--- src/rtl/alu_sequencer.sv ---
// -----------------------------------------------------------------------------
// alu_sequencer
//
// Front end for the shared 32-bit combinational ALU. Accepts one operation
// with 64-bit operands over a valid/ready handshake and runs one ALU pass
// (32-bit ops) or two chained passes (ADD64/SUB64, low word first, carry
// forwarded into the high word). The result and flags are registered and
// returned over a second valid/ready handshake.
//
// Ports
//   clk, reset                 rising-edge clock, synchronous active-high reset
//   req_valid/req_ready        request handshake (ready only in IDLE, out of reset)
//   req_op[2:0]                000 AND, 001 OR, 010 ADD, 011 SUB, 100 SLT,
//                              101 ADD64, 110 SUB64, 111 reserved
//   req_a/req_b[63:0]          operands (32-bit ops use [31:0])
//   rsp_valid/rsp_ready        response handshake
//   rsp_result[63:0]           result (32-bit ops zero-extended)
//   rsp_carry, rsp_overflow    carry-out of last pass, signed overflow
//   alu_in1/alu_in2[31:0]      ALU operands
//   alu_binvert                1 = in2 as-is, 0 = in2 inverted
//   alu_carryin                adder carry-in
//   alu_sel[1:0]               00 AND, 01 OR, 10 adder sum
//   alu_result[31:0]           ALU result
//   alu_carryout               ALU carry-out
// -----------------------------------------------------------------------------
module alu_sequencer (
   input  logic        clk,
   input  logic        reset,
   input  logic        req_valid,
   output logic        req_ready,
   input  logic [2:0]  req_op,
   input  logic [63:0] req_a,
   input  logic [63:0] req_b,
   output logic        rsp_valid,
   input  logic        rsp_ready,
   output logic [63:0] rsp_result,
   output logic        rsp_carry,
   output logic        rsp_overflow,
   output logic [31:0] alu_in1,
   output logic [31:0] alu_in2,
   output logic        alu_binvert,
   output logic        alu_carryin,
   output logic [1:0]  alu_sel,
   input  logic [31:0] alu_result,
   input  logic        alu_carryout
);

   localparam logic [2:0] OP_AND   = 3'b000;
   localparam logic [2:0] OP_OR    = 3'b001;
   localparam logic [2:0] OP_ADD   = 3'b010;
   localparam logic [2:0] OP_SUB   = 3'b011;
   localparam logic [2:0] OP_SLT   = 3'b100;
   localparam logic [2:0] OP_ADD64 = 3'b101;
   localparam logic [2:0] OP_SUB64 = 3'b110;
   localparam logic [2:0] OP_RSVD  = 3'b111;

   typedef enum logic [1:0] {
      S_IDLE    = 2'd0,
      S_EXEC_LO = 2'd1,
      S_EXEC_HI = 2'd2,
      S_RESP    = 2'd3
   } state_t;

   state_t      r_state;
   logic [2:0]  r_op;
   logic [63:0] r_a;
   logic [63:0] r_b;
   logic [31:0] r_lo;
   logic        r_carry_lo;
   logic        r_rsp_valid;
   logic [63:0] r_result;
   logic        r_carry;
   logic        r_ovf;

   logic        w_is_sub;
   logic        w_is_64;
   logic        w_is_logic;

   // Signed overflow from operand/result sign bits. For subtraction b is the
   // original (non-inverted) operand.
   function automatic logic f_ovf(input logic is_sub, input logic a,
                                  input logic b, input logic s);
      if (is_sub)
         f_ovf = (a != b) & (s != a);
      else
         f_ovf = (a == b) & (s != a);
   endfunction

   // Signed less-than from a subtraction: sign of the difference corrected
   // by overflow.
   function automatic logic f_slt(input logic a, input logic b, input logic s);
      f_slt = s ^ f_ovf(1'b1, a, b, s);
   endfunction

   assign w_is_sub   = (r_op == OP_SUB) | (r_op == OP_SUB64) | (r_op == OP_SLT);
   assign w_is_64    = (r_op == OP_ADD64) | (r_op == OP_SUB64);
   assign w_is_logic = (r_op == OP_AND) | (r_op == OP_OR);

   // Request side is never combinationally forwarded to the ALU: everything
   // below decodes from the state register and the captured operands.
   always_comb begin
      alu_in1     = 32'd0;
      alu_in2     = 32'd0;
      alu_sel     = 2'b00;
      alu_binvert = 1'b1;
      alu_carryin = 1'b0;
      case (r_state)
         S_EXEC_LO: begin
            alu_in1     = r_a[31:0];
            alu_in2     = r_b[31:0];
            alu_sel     = (r_op == OP_AND) ? 2'b00 :
                          (r_op == OP_OR)  ? 2'b01 : 2'b10;
            alu_binvert = ~w_is_sub;
            alu_carryin = w_is_sub;
         end
         S_EXEC_HI: begin
            alu_in1     = r_a[63:32];
            alu_in2     = r_b[63:32];
            alu_sel     = 2'b10;
            alu_binvert = ~w_is_sub;
            alu_carryin = r_carry_lo;
         end
         default: begin
         end
      endcase
   end

   assign req_ready    = (r_state == S_IDLE) & ~reset;
   assign rsp_valid    = r_rsp_valid;
   assign rsp_result   = r_result;
   assign rsp_carry    = r_carry;
   assign rsp_overflow = r_ovf;

   // Response registers are only written on the edge that enters RESP, so
   // they hold the previous response while a new op is in flight.
   always_ff @(posedge clk) begin
      if (reset) begin
         r_state     <= S_IDLE;
         r_rsp_valid <= 1'b0;
         r_result    <= 64'd0;
         r_carry     <= 1'b0;
         r_ovf       <= 1'b0;
      end else begin
         case (r_state)
            // Accept stage
            S_IDLE: begin
               if (req_valid) begin
                  r_op <= req_op;
                  r_a  <= req_a;
                  r_b  <= req_b;
                  if (req_op == OP_RSVD) begin
                     r_state     <= S_RESP;
                     r_rsp_valid <= 1'b1;
                     r_result    <= 64'd0;
                     r_carry     <= 1'b0;
                     r_ovf       <= 1'b0;
                  end else begin
                     r_state <= S_EXEC_LO;
                  end
               end
            end
            // Low-word pass
            S_EXEC_LO: begin
               r_lo       <= alu_result;
               r_carry_lo <= alu_carryout;
               if (w_is_64) begin
                  r_state <= S_EXEC_HI;
               end else begin
                  r_state     <= S_RESP;
                  r_rsp_valid <= 1'b1;
                  r_carry     <= w_is_logic ? 1'b0 : alu_carryout;
                  if (r_op == OP_SLT) begin
                     r_result <= {63'd0, f_slt(r_a[31], r_b[31], alu_result[31])};
                     r_ovf    <= 1'b0;
                  end else begin
                     r_result <= {32'd0, alu_result};
                     r_ovf    <= w_is_logic ? 1'b0 :
                                 f_ovf(w_is_sub, r_a[31], r_b[31], alu_result[31]);
                  end
               end
            end
            // High-word pass, carry chained from the low pass
            S_EXEC_HI: begin
               r_state     <= S_RESP;
               r_rsp_valid <= 1'b1;
               r_result    <= {alu_result, r_lo};
               r_carry     <= alu_carryout;
               r_ovf       <= f_ovf(w_is_sub, r_a[63], r_b[63], alu_result[31]);
            end
            // Response handshake
            S_RESP: begin
               if (rsp_ready) begin
                  r_state     <= S_IDLE;
                  r_rsp_valid <= 1'b0;
               end
            end
            default: begin
               r_state     <= S_IDLE;
               r_rsp_valid <= 1'b0;
            end
         endcase
      end
   end

endmodule

--- config.mk ---
export PLATFORM = sky130hd
export DESIGN_NAME = alu_sequencer
export DESIGN_NICKNAME = d
export VERILOG_FILES = /design/src/rtl/alu_sequencer.sv
export SDC_FILE = /design/constraint.sdc
export NUM_CORES = 1
export LEC_CHECK = 0
export ABC_AREA = 0
export CORE_AREA = 2 2 139 141
export CTS_BUF_LIST = sky130_fd_sc_hd__clkbuf_8
export DETAILED_ROUTE_END_ITERATION = 16
export DIE_AREA = 0 0 141 143
export GPL_TIMING_DRIVEN = 0
export HOLD_SLACK_MARGIN = 0.05
export MAX_ROUTING_LAYER = met4
export PLACE_DENSITY = 0.82
export SETUP_SLACK_MARGIN = 0.4
export SLEW_MARGIN = 20
export SYNTH_ARGS = -nofsm -noshare
export SYNTH_HDL_FRONTEND = slang
export SYNTH_SLANG_ARGS = --single-unit
--- constraint.sdc ---
create_clock -name clk -period 5.8 [get_ports clk]
set_clock_uncertainty 0.2 [all_clocks]
set_input_delay 1.45 -clock clk [delete_from_list [all_inputs] [get_ports clk]]
set_output_delay 1.45 -clock clk [all_outputs]
set_load 0.1 [all_outputs]
# Yosys cells after proc, flatten, opt, wreduce, memory -nomap -nowiden
# Index checks and enable logic that the tools add are counted.
[op_classes] bitwise=12 n_eq_ne=19 muxes=37 reduce_logical=9
[ops] op="64-bit two-way mux" n=3
[ops] op="64-bit case mux with 3 select lines" n=1
[ops] op="32-bit case mux with 2 select lines" n=2
[ops] op="32-bit two-way mux" n=1
[ops] op="1-bit two-way mux" n=19
[ops] op="3-bit == test, second input constant" n=4
[ops] op="2-bit two-way mux" n=5
[ops] op="2-bit case mux with 4 select lines" n=1
[ops] op="4-bit AND reduction" n=2
[ops] op="2-bit != test, second input constant" n=3
[ops] op="1-bit case mux with 3 select lines" n=2
[ops] op="1-bit bitwise AND" n=5
[ops] op="2-bit == test, second input constant" n=2
[ops] op="1-bit != test" n=4
[ops] op="1-bit OR" n=4
[ops] op="1-bit case mux with 4 select lines" n=1
[ops] op="2-bit case mux with 2 select lines" n=1
[ops] op="2-bit AND reduction" n=2
[ops] op="3-bit by 1-bit == test with 1-bit output, second input constant" n=1
[ops] op="3-bit by 2-bit == test with 1-bit output, second input constant" n=1
[ops] op="3-bit logical NOT" n=1
[ops] op="3-bit AND reduction" n=1
[ops] op="3-bit nonzero test" n=1
[ops] op="1-bit == test" n=2
[ops] op="other kinds (7)" n=8
[word_totals] out_inout_bits=136 register_bits=233 in_bits=168

# Depth between registers and ports, before layout
# Gate-level depths: netlist of run 1.
[depth] word_depth=10 ltp_mapped=9 mapped_depth_nobuf=6

# Worst setup path after synthesis of run 1
# OpenSTA, ideal clock, no wires.
[synth_path] path_kind="input port to flip-flop" startpoint="input port reset" endpoint="register r_a[0] (enable)" path_stages=2 t_arrival_ns=5.989 slack_ns=-0.892 n_path_buf=0 cell_sequence="nor2b_1 -> and2_1"
[synth_between] elab_chain_len=2
[synth_lines] element="start: declaration" line="28" rtl="input logic reset,"
[synth_lines] element="1-bit NOT (no source line)"
[synth_lines] element="3-bit AND reduction (no source line)"
[synth_lines] element="end signal: assignment" line="149" rtl="r_a <= req_a;"
[synth_lines] element="end: declaration" line="66" rtl="logic [63:0] r_a;"
# No other way between the ends.
# A chain may end at the register's enable or synchronous reset.

# Worst setup path in the final report of run 1
[layout_path] startpoint="register r_state[0]" endpoint="output port alu_in1[12]"
[layout_between] elab_chain_len=2
[layout_lines] element="start: declaration" line="64" rtl="state_t r_state;"
[layout_lines] element="start signal: assignment" line="138" rtl="r_state <= S_IDLE;"
[layout_lines] element="start signal: assignment" line="152" rtl="r_state <= S_RESP;"
[layout_lines] element="start signal: assignment" line="158" rtl="r_state <= S_EXEC_LO;"
[layout_lines] element="2-bit == test / 2-bit by 1-bit == test with 1-bit output (equally long branches)" line="107" rtl="case (r_state)"
[layout_lines] element="32-bit case mux with 2 select lines (*)" line="107"
[layout_lines] element="end: declaration" line="39" rtl="output logic [31:0] alu_in1,"
# Mark *: on every way between the ends. The rest lies on a longest branch, timed or not.

==> results of run 1 <==
-- flip-flops by register name, indices dropped and copies added, names as in the netlist --
register      cells
r_a              64
r_b              64
rsp_result       64
r_lo             32
r_op              3
r_state           2
r_carry_lo        1
rsp_carry         1
rsp_overflow      1
rsp_valid         1
-- power groups by stage --
stage	clock, W	combinational, W	sequential, W
2_1_floorplan	0	0.00115	0.00224
6_report	0.00130	0.00182	0.00202
4_1_cts	0.00133	0.00184	0.00202
3_3_place_gp	0	0.00185	0.00206
5_1_grt	0.00140	0.00191	0.00203
3_5_place_dp	0	0.00189	0.00205
-- synth_stat cells (5+ instances only) --
master	count
inv_1	6
buf_2	9
ha_1	6
a22oi_1	32
buf_1	11
a21oi_1	37
edfxtp_1	164
o2bb2ai_2	30
dfxtp_1	69
nand2_1	40
clkbuf_1	20
nand3_1	33
a22o_1	64
xor2_1	5
-- cells in the final DEF (no fill, tap or decap), types with 3 or more instances in the layout --
master and count:
clkbuf_2 31, nand3_1 33, clkdlybuf4s50_1 251, buf_6 3
nor2_1 4, dlygate4sd2_1 9, buf_2 10, o21ai_0 4
nor2b_1 3, a22o_1 64, inv_1 26, ha_1 6
dfxtp_1 69, clkdlybuf4s15_1 11, a21oi_1 37, nand2_1 40
clkbuf_1 20, edfxtp_1 164, a22oi_1 32, xor2_1 5
buf_1 11, o2bb2ai_2 30, buf_16 3, o2bb2ai_1 3
clkbuf_8 41
-- worst paths after layout --
check                           slack, ps                endpoint                     from  cells after the start
worst max-delay path                  660             alu_in1[12]  r_state[0]$_SDFFE_PP0P_                      7
worst min-delay path                  250  rsp_carry$_SDFFE_PP0P_   rsp_carry$_SDFFE_PP0P_                      2
worst max register to register       3300       r_a[42]$_DFFE_PP_  r_state[0]$_SDFFE_PP0P_                      6
worst min register to register        250  rsp_carry$_SDFFE_PP0P_   rsp_carry$_SDFFE_PP0P_                      2
-- stage by stage --
| step | instance area (sq um) | setup WS [ps] | hold WS [ps] | total power (W) | instances |
|---|---|---|---|---|---|
| final | 12580 | 662.0 | 252.6 | 0.005140 | 1172 |
| after global routing | 12580 | 403.3 | 274.3 | 0.005347 | 1172 |
| after CTS | 12680 | 405.4 | 253.8 | 0.005196 | 1172 |
| after detailed placement | 12060 | 701.6 | 246.0 | 0.003944 | 1106 |
| after global placement | 11970 | 654.3 | 238.4 | 0.003910 | 1103 |
| after floorplan | 8647 | 495.4 | 316.1 | 0.003388 | 566 |
-- metal layers --
layer | up-vias | GRT usage | routed length [um]
li1 | 2909 | - | -
met1 | 2990 | 0.2562 | 8376
met2 | 286 | 0.3879 | 11570
met3 | 54 | 0.07612 | 2280
met4 | 0 | 0.09947 | 767
met5 | - | - | 0
-- critical path: stages, from the launching register on --
cell           delay (ps)
dfxtp_1               420
inv_1                 120
ha_1                  360
and2_1                190
clkbuf_1              390
buf_1                 400
a22o_1                230
dlygate4sd2_1         860
-- area by class of cell --
| class | instances | area (sq um) |
|---|---|---|
| clock buffers | 41 | 564.3 |
| multi-input cells | 284 | 2132 |
| well taps | 234 | 292.8 |
| inverters | 6 | 22.52 |
| fillers | 1338 | 5998 |
| repair buffers | 306 | 2944 |
| plain buffers | 43 | 195.2 |
| clock inverters | 25 | 125.1 |
| flip-flops and latches | 233 | 6306 |
-- what timing repair did --
action                                  CTS  global route
setup buffers                             0             0
resized for setup                        51            74
gates cloned                              0             0
endpoints found under the setup margin   51            42
-- cell families (layout without fill, tap and decap cells) --
family	count (synthesis)	after routing	synth area share
XOR/XNOR	7	7	0.007091
adder cells (fa/ha/maj)	6	6	0.008683
flip-flops	233	233	0.7294
AO/OA/AOI/OAI	177	177	0.1786
AND/OR/NAND/NOR	93	93	0.04993
multiplexers	1	1	0.001158
buffers and inverters	49	421	0.02518
==> metrics.txt, run 1 <==
# TYPE chip_impl_metric gauge
chip_impl_info{name="outcome",value="completed"} 1
chip_impl_metric{name="slew_headroom",unit=""} 0.2685
chip_impl_metric{name="maxClockFrequency",unit="GHz"} 0.1946
chip_impl_metric{name="start_util",unit=""} 0.4653
chip_impl_metric{name="cts.sinks",unit=""} 233
chip_impl_metric{name="timing.critical_path.arrival",unit="ps"} 3490
chip_impl_metric{name="ioPinCount",unit=""} 304
chip_impl_info{name="criticalPathCategory",value="register to primary output"} 1
chip_impl_metric{name="worst-endpoint-required",unit="ps"} 4150
chip_impl_metric{name="clockPowerShare",unit=""} 0.252
chip_impl_metric{name="syn_inst",unit=""} 566
chip_impl_metric{name="grt_pass1_wl",unit="um"} 34730
chip_impl_metric{name="share_of_the_yosys_chip_area_belonging_to_registers",unit=""} 0.7294
chip_impl_metric{name="power_switching",unit="W"} 0.002051
chip_impl_metric{name="transition_at_the_pin_with_the_smallest_max_transition_slack",unit="ps"} 1094
chip_impl_metric{name="timing.final.crit_period",unit="ps"} 5138
chip_impl_metric{name="power-per-cell-area",unit="mW/mm^2"} 408.5
chip_impl_metric{name="pwr-share-comb",unit=""} 0.355
chip_impl_metric{name="final_max_slew_viol_count",unit=""} 0
chip_impl_metric{name="wl",unit="um"} 23000
chip_impl_metric{name="globalplace.congestion",unit=""} 0.8510
chip_impl_info{name="crit_path_end_kind",value="primary output"} 1
chip_impl_metric{name="cp_max_fo",unit=""} 10
chip_impl_metric{name="synth_edf_count",unit=""} 164
chip_impl_metric{name="clock_tree.buffer_depth",unit=""} 3
chip_impl_metric{name="final_net_count",unit=""} 1086
chip_impl_metric{name="power.switching_fraction",unit=""} 0.3990
chip_impl_metric{name="cts-buffers-inserted",unit=""} 38
chip_impl_metric{name="drtAntennaViolNets",unit=""} 0
chip_impl_info{name="timing.critical_path.from_type",value="register"} 1
chip_impl_metric{name="netlist-cell-type-count",unit=""} 36
chip_impl_metric{name="dr.pass1.iters",unit=""} 4
chip_impl_metric{name="synthesis.nets",unit=""} 740
chip_impl_metric{name="async_flop_share",unit=""} 0
chip_impl_metric{name="worst_skew_pair.late_latency",unit="ps"} 510
chip_impl_metric{name="initial_antenna_violation_count",unit=""} 0
chip_impl_metric{name="ratio_of_final_minimum_period_to_clock_period",unit=""} 0.8859
chip_impl_metric{name="post_route_cells_drive_above_1_share",unit=""} 0.1333
chip_impl_metric{name="synth.cell_area",unit="sq mm"} 0.008646
chip_impl_info{name="root_buffer",value="clkbuf_8"} 1
chip_impl_metric{name="ctsHtreeMaxLevel",unit=""} 2
chip_impl_metric{name="die_w",unit="um"} 141
chip_impl_info{name="synth_area_leader_cell",value="edfxtp_1"} 1
chip_impl_metric{name="core_area",unit="sq mm"} 0.01858
chip_impl_metric{name="seq_power_share",unit=""} 0.393
chip_impl_metric{name="rows",unit=""} 50
chip_impl_metric{name="die_area",unit="sq mm"} 0.02016
chip_impl_metric{name="clk_pin_slew_worst_paths",unit="ps"} 60
chip_impl_metric{name="yosys_register_bits",unit=""} 233
chip_impl_metric{name="gr-usage-all-layers",unit=""} 0.2319
chip_impl_metric{name="syn_area_per_cell",unit="sq um"} 15.28
chip_impl_metric{name="drv.max_cap_violation_count",unit=""} 0
chip_impl_metric{name="setup_total_negative_slack",unit="ps"} 0
chip_impl_info{name="synth_flop_cell",value="edfxtp_1"} 1
chip_impl_metric{name="cts-hold-fix-buffers",unit=""} 0
chip_impl_metric{name="dpl.hpwl",unit="um"} 17300
chip_impl_metric{name="first_iter_violations",unit=""} 328
chip_impl_info{name="cts_tree",value="done"} 1
chip_impl_metric{name="total_via_count_in_the_routed_design",unit=""} 6239
chip_impl_metric{name="die_y",unit="um"} 143
chip_impl_metric{name="drc_errors",unit=""} 0
chip_impl_metric{name="synth_warnings",unit=""} 0
chip_impl_metric{name="final_util",unit=""} 0.6772
chip_impl_metric{name="grt_max_degree",unit=""} 61
chip_impl_info{name="unrepaired_setup_endpoints_after_global_routing",value="no"} 1
chip_impl_metric{name="drt-vias-per-instance",unit=""} 5.323
chip_impl_metric{name="via_count_of_the_first_global_routing_pass",unit=""} 6478
chip_impl_metric{name="synthToLayoutAreaGrowth",unit="%"} 45.53
chip_impl_info{name="yosys-top-cells-area",value="edfxtp_1 57%, dfxtp_1 16%, a22o_1 6.5%"} 1
chip_impl_metric{name="worst_case_vdd_ir_drop",unit="uV"} 252.3
chip_impl_metric{name="numPortBuffers",unit=""} 303
chip_impl_metric{name="final_hold_viol_count",unit=""} 0
chip_impl_metric{name="setup_viol",unit=""} 0
chip_impl_metric{name="internal_dissipation",unit="W"} 0.003089
chip_impl_metric{name="p_leak",unit="nW"} 4.439
chip_impl_metric{name="wl_per_cell",unit="um"} 19.62
chip_impl_metric{name="gr-total-overflow",unit=""} 0
chip_impl_metric{name="insertedDiodeCount",unit=""} 0
chip_impl_metric{name="synthDominantCellAreaShare",unit=""} 0.5696
chip_impl_info{name="hold_class",value="register to register"} 1
Note: power is estimated with default switching activity, not from simulation.
==> inputs of run 2 (changes only) <==
- RECOVER_POWER: not set -> 25
==> run 2 against run 1 <==
Compared with the run above:
- power decreased by 0.31%
- global-route usage unchanged
- die area unchanged
- worst setup slack got worse by 2.3 ps
- highest routed layer unchanged
==> metrics.txt, run 2 (synthesis gave the netlist of run 1 again) <==
# TYPE chip_impl_metric gauge
chip_impl_metric{name="ioPinCount",unit=""} 304
chip_impl_metric{name="ctsHtreeMaxLevel",unit=""} 2
chip_impl_metric{name="final_util",unit=""} 0.6785
chip_impl_metric{name="maxClockFrequency",unit="GHz"} 0.1945
chip_impl_metric{name="die_w",unit="um"} 141
chip_impl_metric{name="rows",unit=""} 50
chip_impl_metric{name="worst-endpoint-required",unit="ps"} 4150
chip_impl_metric{name="worst_case_vdd_ir_drop",unit="uV"} 251.7
chip_impl_info{name="hold_class",value="register to register"} 1
chip_impl_metric{name="grt_use_met3",unit=""} 0.07612
chip_impl_metric{name="power-per-cell-area",unit="mW/mm^2"} 406.5
chip_impl_metric{name="cts-hold-fix-buffers",unit=""} 0
chip_impl_metric{name="numPortBuffers",unit=""} 303
chip_impl_info{name="commonest_cells_after_routing_fill_and_taps_aside",value="164 x edfxtp_1, 133 x dlygate4sd3_1, 118 x clkdlybuf4s50_1, 69 x dfxtp_1, 64 x a22o_1"} 1
chip_impl_metric{name="gr-usage-all-layers",unit=""} 0.2319
chip_impl_metric{name="final_cell_count_no_fill",unit=""} 1182
chip_impl_metric{name="grt_max_degree",unit=""} 61
chip_impl_metric{name="clock_tree.buffer_depth",unit=""} 3
chip_impl_info{name="cp_top_family",value="buffers and inverters"} 1
chip_impl_metric{name="grt_pass1_wl",unit="um"} 34730
chip_impl_metric{name="synthToLayoutAreaGrowth",unit="%"} 45.82
chip_impl_metric{name="dr.pass1.iters",unit=""} 4
chip_impl_metric{name="wl_per_cell",unit="um"} 19.44
chip_impl_metric{name="drtAntennaViolNets",unit=""} 0
chip_impl_metric{name="via_count_of_the_first_global_routing_pass",unit=""} 6478
chip_impl_metric{name="drt-vias-per-instance",unit=""} 5.296
chip_impl_metric{name="p_leak",unit="nW"} 4.474
chip_impl_metric{name="cp_max_fo",unit=""} 10
chip_impl_metric{name="gr-total-overflow",unit=""} 0
chip_impl_info{name="root_buffer",value="clkbuf_8"} 1
chip_impl_metric{name="total_via_count_in_the_routed_design",unit=""} 6260
chip_impl_metric{name="slew_headroom",unit=""} 0.2682
chip_impl_metric{name="initial_antenna_violation_count",unit=""} 9
chip_impl_metric{name="cts.sinks",unit=""} 233
chip_impl_metric{name="dpl.hpwl",unit="um"} 17300
chip_impl_metric{name="timing.final.crit_period",unit="ps"} 5140
chip_impl_metric{name="worst_skew_pair.late_latency",unit="ps"} 510
chip_impl_metric{name="ratio_of_final_minimum_period_to_clock_period",unit=""} 0.8863
chip_impl_metric{name="die_y",unit="um"} 143
chip_impl_metric{name="drc_errors",unit=""} 0
chip_impl_metric{name="start_util",unit=""} 0.4653
chip_impl_metric{name="grt_util_met1",unit=""} 0.2562
chip_impl_info{name="unrepaired_setup_endpoints_after_global_routing",value="no"} 1
chip_impl_metric{name="transition_at_the_pin_with_the_smallest_max_transition_slack",unit="ps"} 1094
chip_impl_metric{name="placed_cell_area",unit="sq mm"} 0.01206
chip_impl_metric{name="critical_path.n_buffers_inverters",unit=""} 4
chip_impl_metric{name="first_iter_violations",unit=""} 315
chip_impl_info{name="final_common_cell",value="edfxtp_1"} 1
chip_impl_info{name="crit_path_end_kind",value="primary output"} 1
chip_impl_metric{name="groute.layer.met2.usage",unit=""} 0.3879
chip_impl_info{name="timing.critical_path.from_type",value="register"} 1
chip_impl_info{name="critical_path_cell_list",value="inv_1 -> ha_1 -> and2_1 -> clkbuf_1 -> buf_1 -> a22o_1 -> dlygate4sd2_1"} 1
chip_impl_metric{name="drv.max_cap_violation_count",unit=""} 0
chip_impl_metric{name="worst_path_largest_cell_delay",unit="ps"} 860
chip_impl_metric{name="final_max_slew_viol_count",unit=""} 0
chip_impl_metric{name="wl",unit="um"} 22980
chip_impl_info{name="criticalPathCategory",value="register to primary output"} 1
chip_impl_info{name="top_usage_layer",value="met2"} 1
chip_impl_metric{name="timing.critical_path.arrival",unit="ps"} 3490
chip_impl_metric{name="final_net_count",unit=""} 1086
chip_impl_metric{name="die_area",unit="sq mm"} 0.02016
chip_impl_info{name="critical_path.slowest_cell",value="dlygate4sd2_1"} 1
chip_impl_metric{name="fin_hold_ws",unit="ps"} 252.5
chip_impl_metric{name="placed_cells_incl_taps",unit=""} 1106
chip_impl_metric{name="cts-buffers-inserted",unit=""} 38
chip_impl_metric{name="globalplace.congestion",unit=""} 0.8510
chip_impl_metric{name="setup_total_negative_slack",unit="ps"} 0
chip_impl_metric{name="final_hold_viol_count",unit=""} 0
chip_impl_info{name="cts_tree",value="done"} 1
chip_impl_metric{name="post_route_cells_drive_above_1_share",unit=""} 0.1333
chip_impl_metric{name="setup_viol",unit=""} 0
chip_impl_metric{name="clk_pin_slew_worst_paths",unit="ps"} 60
chip_impl_metric{name="core_area",unit="sq mm"} 0.01858
chip_impl_info{name="outcome",value="completed"} 1
chip_impl_metric{name="cts_post_setup_buffers_inserted",unit=""} 0
chip_impl_metric{name="finish.instance_area",unit="sq mm"} 0.01261
-- run 2: timing repair --
action,4_1_cts,5_1_grt
setup endpoints to repair,51,42
gates resized for setup,51,74
endpoints found under the hold margin,0,0
pin swaps,0,0
-- run 2: final cells by class --
class | instances | area, sq um
Antenna cell | 10 | 25.02
Buffer | 43 | 195.2
Clock buffer | 41 | 564.3
Clock inverter | 25 | 125.1
Fill cell | 1335 | 5973
Inverter | 6 | 22.52
Multi-Input combinational cell | 284 | 2132
Sequential cell | 233 | 6306
Tap cell | 234 | 292.8
Timing Repair Buffer | 306 | 2944
-- run 2: path summary, 6_finish.rpt --
kind | from | end | slack [ps] | cells after the start
hold / removal | rsp_carry$_SDFFE_PP0P_ | rsp_carry$_SDFFE_PP0P_ | 250 | 2
setup / recovery | r_state[0]$_SDFFE_PP0P_ | alu_in1[12] | 660 | 7
hold reg to reg | rsp_carry$_SDFFE_PP0P_ | rsp_carry$_SDFFE_PP0P_ | 250 | 2
setup reg to reg | r_state[0]$_SDFFE_PP0P_ | r_a[38]$_DFFE_PP_ | 3300 | 6
-- run 2: stage by stage --
stage | power (W) | worst slack [ps]
global route | 0.005329 | 402.3
floorplan | 0.003388 | 495.4
CTS | 0.005196 | 405.4
detailed placement | 0.003944 | 701.6
global placement | 0.003910 | 654.3
finish | 0.005124 | 659.6
-- run 2: worst min-delay path, stage by stage, from the launching register on --
cell     delay, ps
dfxtp_1        310
nand2_1         50
a21oi_1         50
-- run 2: power by group --
part / total (W) / switching (W) / internal [W]
combinational: 0.00181 / 0.00139 / 0.000418
clock: 0.00130 / 0.000605 / 0.000692
sequential: 0.00202 / 0.0000591 / 0.00196
total: 0.00512 / 0.00205 / 0.00307
-- run 2: layer usage --
metal  vias up  wire, um
met5         -         0
met3        50      2136
met4         0       676
li1       2922         -
met2       277     11630
met1      3011      8539
==> inputs of run 3 (changes only) <==
--- a/config.mk
+++ b/config.mk
@@ -10,2 +10,3 @@
 export CTS_BUF_LIST = sky130_fd_sc_hd__clkbuf_8
+export CTS_CLUSTER_SIZE = 20
 export DETAILED_ROUTE_END_ITERATION = 16
==> constraint.sdc (replaced) <==
create_clock -name clk -period 5.8 [get_ports clk]
set_clock_uncertainty 0.2 [all_clocks]
set_input_delay 0.58 -clock clk [delete_from_list [all_inputs] [get_ports clk]]
set_output_delay 0.58 -clock clk [all_outputs]
set_load 0.1 [all_outputs]
==> run 3 against run 2 <==
Compared with the run above:
- first-iteration DRC count grew 17%
- via count shrank 0.13%
- combinational power grew 3%
- final area grew 1.2%
- critical path depth is the same
- global-route usage grew 0.051 points
- power grew 0.37%
- clock-buffer cell count grew 1
- sequential power is essentially flat
- flip-flop and latch count is the same
- fmax grew 8.6%
- critical path type unchanged
- register-to-register slack is essentially flat
==> metrics.txt, run 3 (synthesis gave the netlist of run 1 again) <==
# TYPE chip_impl_metric gauge
chip_impl_info{name="outcome",value="completed"} 1
chip_impl_metric{name="core_area",unit="sq mm"} 0.01858
chip_impl_metric{name="placed_cell_area",unit="sq mm"} 0.01206
chip_impl_metric{name="clockPowerShare",unit=""} 0.245
chip_impl_metric{name="die_y",unit="um"} 143
chip_impl_metric{name="die_w",unit="um"} 141
chip_impl_metric{name="gr-total-overflow",unit=""} 0
chip_impl_metric{name="globalplace.congestion",unit=""} 0.8510
chip_impl_metric{name="cts-hold-fix-buffers",unit=""} 0
chip_impl_metric{name="ff_latch_area",unit="sq mm"} 0.006306
chip_impl_metric{name="worst-endpoint-required",unit="ps"} 5020
chip_impl_metric{name="gr-usage-all-layers",unit=""} 0.2325
chip_impl_info{name="cts_tree",value="done"} 1
chip_impl_info{name="root_buffer",value="clkbuf_8"} 1
chip_impl_info{name="worst_setup_path_endpoint",value="alu_in1[8]"} 1
chip_impl_metric{name="finish.instance_area",unit="sq mm"} 0.01276
chip_impl_info{name="timing.critical_path.from_type",value="register"} 1
chip_impl_metric{name="power.switching_fraction",unit=""} 0.3982
chip_impl_info{name="commonest_cells_after_routing_fill_and_taps_aside",value="169 x clkdlybuf4s50_1, 164 x edfxtp_1, 133 x dlygate4sd3_1, 69 x dfxtp_1, 64 x a22o_1"} 1
chip_impl_metric{name="wl_per_cell",unit="um"} 19.47
chip_impl_metric{name="p_leak",unit="nW"} 4.380
chip_impl_metric{name="clk_pin_slew_worst_paths",unit="ps"} 60
chip_impl_info{name="final_common_cell",value="clkdlybuf4s50_1"} 1
chip_impl_metric{name="maxClockFrequency",unit="GHz"} 0.2113
chip_impl_metric{name="worst_skew_pair.late_latency",unit="ps"} 500
chip_impl_metric{name="seq_power_share",unit=""} 0.393
chip_impl_metric{name="drv.max_cap_violation_count",unit=""} 0
chip_impl_metric{name="synthToLayoutAreaGrowth",unit="%"} 47.60
chip_impl_info{name="crit_path_end_kind",value="primary output"} 1
chip_impl_metric{name="final_hold_viol_count",unit=""} 0
chip_impl_info{name="critical_path.reg2reg.endpoint",value="r_a[27]$_DFFE_PP_"} 1
chip_impl_metric{name="initial_antenna_violation_count",unit=""} 9
chip_impl_metric{name="worst_case_vdd_ir_drop",unit="uV"} 263.1
chip_impl_metric{name="groute.layer.met2.usage",unit=""} 0.3918
chip_impl_metric{name="cp_max_fo",unit=""} 10
chip_impl_metric{name="die_area",unit="sq mm"} 0.02016
chip_impl_metric{name="cts-buffers-inserted",unit=""} 38
chip_impl_info{name="top_usage_layer",value="met2"} 1
chip_impl_metric{name="final_max_slew_viol_count",unit=""} 0
chip_impl_metric{name="grt_use_met3",unit=""} 0.08182
chip_impl_metric{name="rows",unit=""} 50
chip_impl_metric{name="cts.sinks",unit=""} 233
chip_impl_info{name="rr_startpoint",value="r_state[0]$_SDFFE_PP0P_"} 1
chip_impl_metric{name="ff2ff_setup_slack",unit="ps"} 3300
chip_impl_metric{name="dr.pass1.iters",unit=""} 4
chip_impl_info{name="hold_class",value="register to register"} 1
chip_impl_metric{name="transition_at_the_pin_with_the_smallest_max_transition_slack",unit="ps"} 1093
chip_impl_metric{name="wl",unit="um"} 23040
chip_impl_metric{name="dp_worst_setup_slack",unit="ps"} 1572
chip_impl_metric{name="timing.critical_path.arrival",unit="ps"} 3950
chip_impl_metric{name="number_of_inserted_filler_cells_in_the_final_layout",unit=""} 1311
chip_impl_metric{name="final_net_count",unit=""} 1086
chip_impl_info{name="worstSetupStartpoint",value="r_state[0]$_SDFFE_PP0P_"} 1
chip_impl_metric{name="numPortBuffers",unit=""} 303
chip_impl_metric{name="total_via_count_in_the_routed_design",unit=""} 6252
chip_impl_metric{name="drtAntennaViolNets",unit=""} 0
chip_impl_metric{name="grt_util_met1",unit=""} 0.2517
chip_impl_metric{name="setup_viol",unit=""} 0
chip_impl_metric{name="pwr-share-comb",unit=""} 0.362
chip_impl_info{name="criticalPathCategory",value="register to primary output"} 1
chip_impl_metric{name="multi_input_area",unit="sq mm"} 0.002132
chip_impl_metric{name="cts.repair.resized",unit=""} 0
chip_impl_metric{name="setup_total_negative_slack",unit="ps"} 0
chip_impl_metric{name="power_switching",unit="W"} 0.002048
chip_impl_metric{name="ctsHtreeMaxLevel",unit=""} 2
chip_impl_metric{name="via_count_of_the_first_global_routing_pass",unit=""} 6501
chip_impl_metric{name="power-per-cell-area",unit="mW/mm^2"} 403.0
chip_impl_metric{name="rr_worst_depth",unit=""} 6
chip_impl_metric{name="timing.final.crit_period",unit="ps"} 4733
chip_impl_metric{name="first_iter_violations",unit=""} 367
chip_impl_metric{name="final_cell_count_no_fill",unit=""} 1183
chip_impl_metric{name="setup_ws",unit="ps"} 1067
chip_impl_metric{name="grt_pass1_wl",unit="um"} 34830
chip_impl_metric{name="cts_post_setup_buffers_inserted",unit=""} 0
chip_impl_metric{name="grt_max_degree",unit=""} 61
chip_impl_metric{name="post_route_cells_drive_above_1_share",unit=""} 0.1013
chip_impl_metric{name="dpl.hpwl",unit="um"} 17300
chip_impl_metric{name="placed_cells_incl_taps",unit=""} 1106
chip_impl_metric{name="clock_tree.buffer_depth",unit=""} 3
chip_impl_metric{name="drt-vias-per-instance",unit=""} 5.285
chip_impl_metric{name="ratio_of_final_minimum_period_to_clock_period",unit=""} 0.8160
chip_impl_metric{name="start_util",unit=""} 0.4653
chip_impl_metric{name="internal_dissipation",unit="W"} 0.003095
chip_impl_metric{name="ioPinCount",unit=""} 304
chip_impl_metric{name="slew_headroom",unit=""} 0.2692
chip_impl_info{name="unrepaired_setup_endpoints_after_global_routing",value="no"} 1
chip_impl_metric{name="drc_errors",unit=""} 0
==> run 3: changes by cell type in the layout (fill, tap and decap cells not counted), sizes merged <==
cell	before	now
bufinv	1	0
clkbuf	92	62
clkdlybuf4s15	11	0
clkdlybuf4s50	118	169
diode	10	11
dlygate4sd2	9	0
==> run 3: power by group through the flow <==
stage / Combinational, W / Sequential [W] / Clock (W)
finish: 0.00186 / 0.00202 / 0.00126
floorplan: 0.00115 / 0.00224 / 0
global route: 0.00195 / 0.00203 / 0.00136
CTS: 0.00190 / 0.00202 / 0.00129
global placement: 0.00185 / 0.00206 / 0
detailed placement: 0.00189 / 0.00205 / 0
==> run 3: worst min-delay path by stage <==
stage / from / endpoint / slack [ps] / depth (start not counted)
floorplan: r_lo[0]$_DFFE_PP_ / rsp_result[0]$_SDFFE_PP0P_ / 320 / 2
global placement: rsp_result[63]$_SDFFE_PP0P_ / rsp_result[63]$_SDFFE_PP0P_ / 240 / 2
detailed placement: rsp_result[62]$_SDFFE_PP0P_ / rsp_result[62]$_SDFFE_PP0P_ / 250 / 2
CTS: rsp_result[62]$_SDFFE_PP0P_ / rsp_result[62]$_SDFFE_PP0P_ / 250 / 2
global route: rsp_result[50]$_SDFFE_PP0P_ / rsp_result[50]$_SDFFE_PP0P_ / 270 / 2
finish: rsp_carry$_SDFFE_PP0P_ / rsp_carry$_SDFFE_PP0P_ / 250 / 2
==> run 3: area by class of cell <==
type,instances,area share
Antenna cell,11,0.002157
Buffer,43,0.01530
Clock buffer,42,0.04530
Clock inverter,24,0.007550
Inverter,6,0.001765
Multi-Input combinational cell,284,0.1671
Sequential cell,233,0.4942
Tap cell,234,0.02294
Timing Repair Buffer,306,0.2437
==> run 3: critical path: stages (launching register included) <==
cell and delay [ps]:
dfxtp_1 420, inv_1 120, ha_1 360, and2_1 190, clkbuf_1 400, buf_1 500
a22o_1 280, clkdlybuf4s50_1 1170
==> run 3: stage by stage <==
step	hold WS, ps	utilization	power [W]
6_report	252.6	0.6868	0.005143
4_1_cts	253.8	0.6853	0.005210
3_5_place_dp	246.0	0.6490	0.003944
5_1_grt	274.3	0.6865	0.005350
2_1_floorplan	316.1	-	0.003388
3_3_place_gp	238.4	0.6444	0.003910
==> run 3: layer usage <==
metal / share of wire / vias to the layer above / wire, um
met4: 0.030 / 0 / 699
li1: - / 2923 / -
met3: 0.089 / 46 / 2039
met2: 0.51 / 281 / 11660
met1: 0.38 / 3002 / 8641
met5: 0 / - / 0
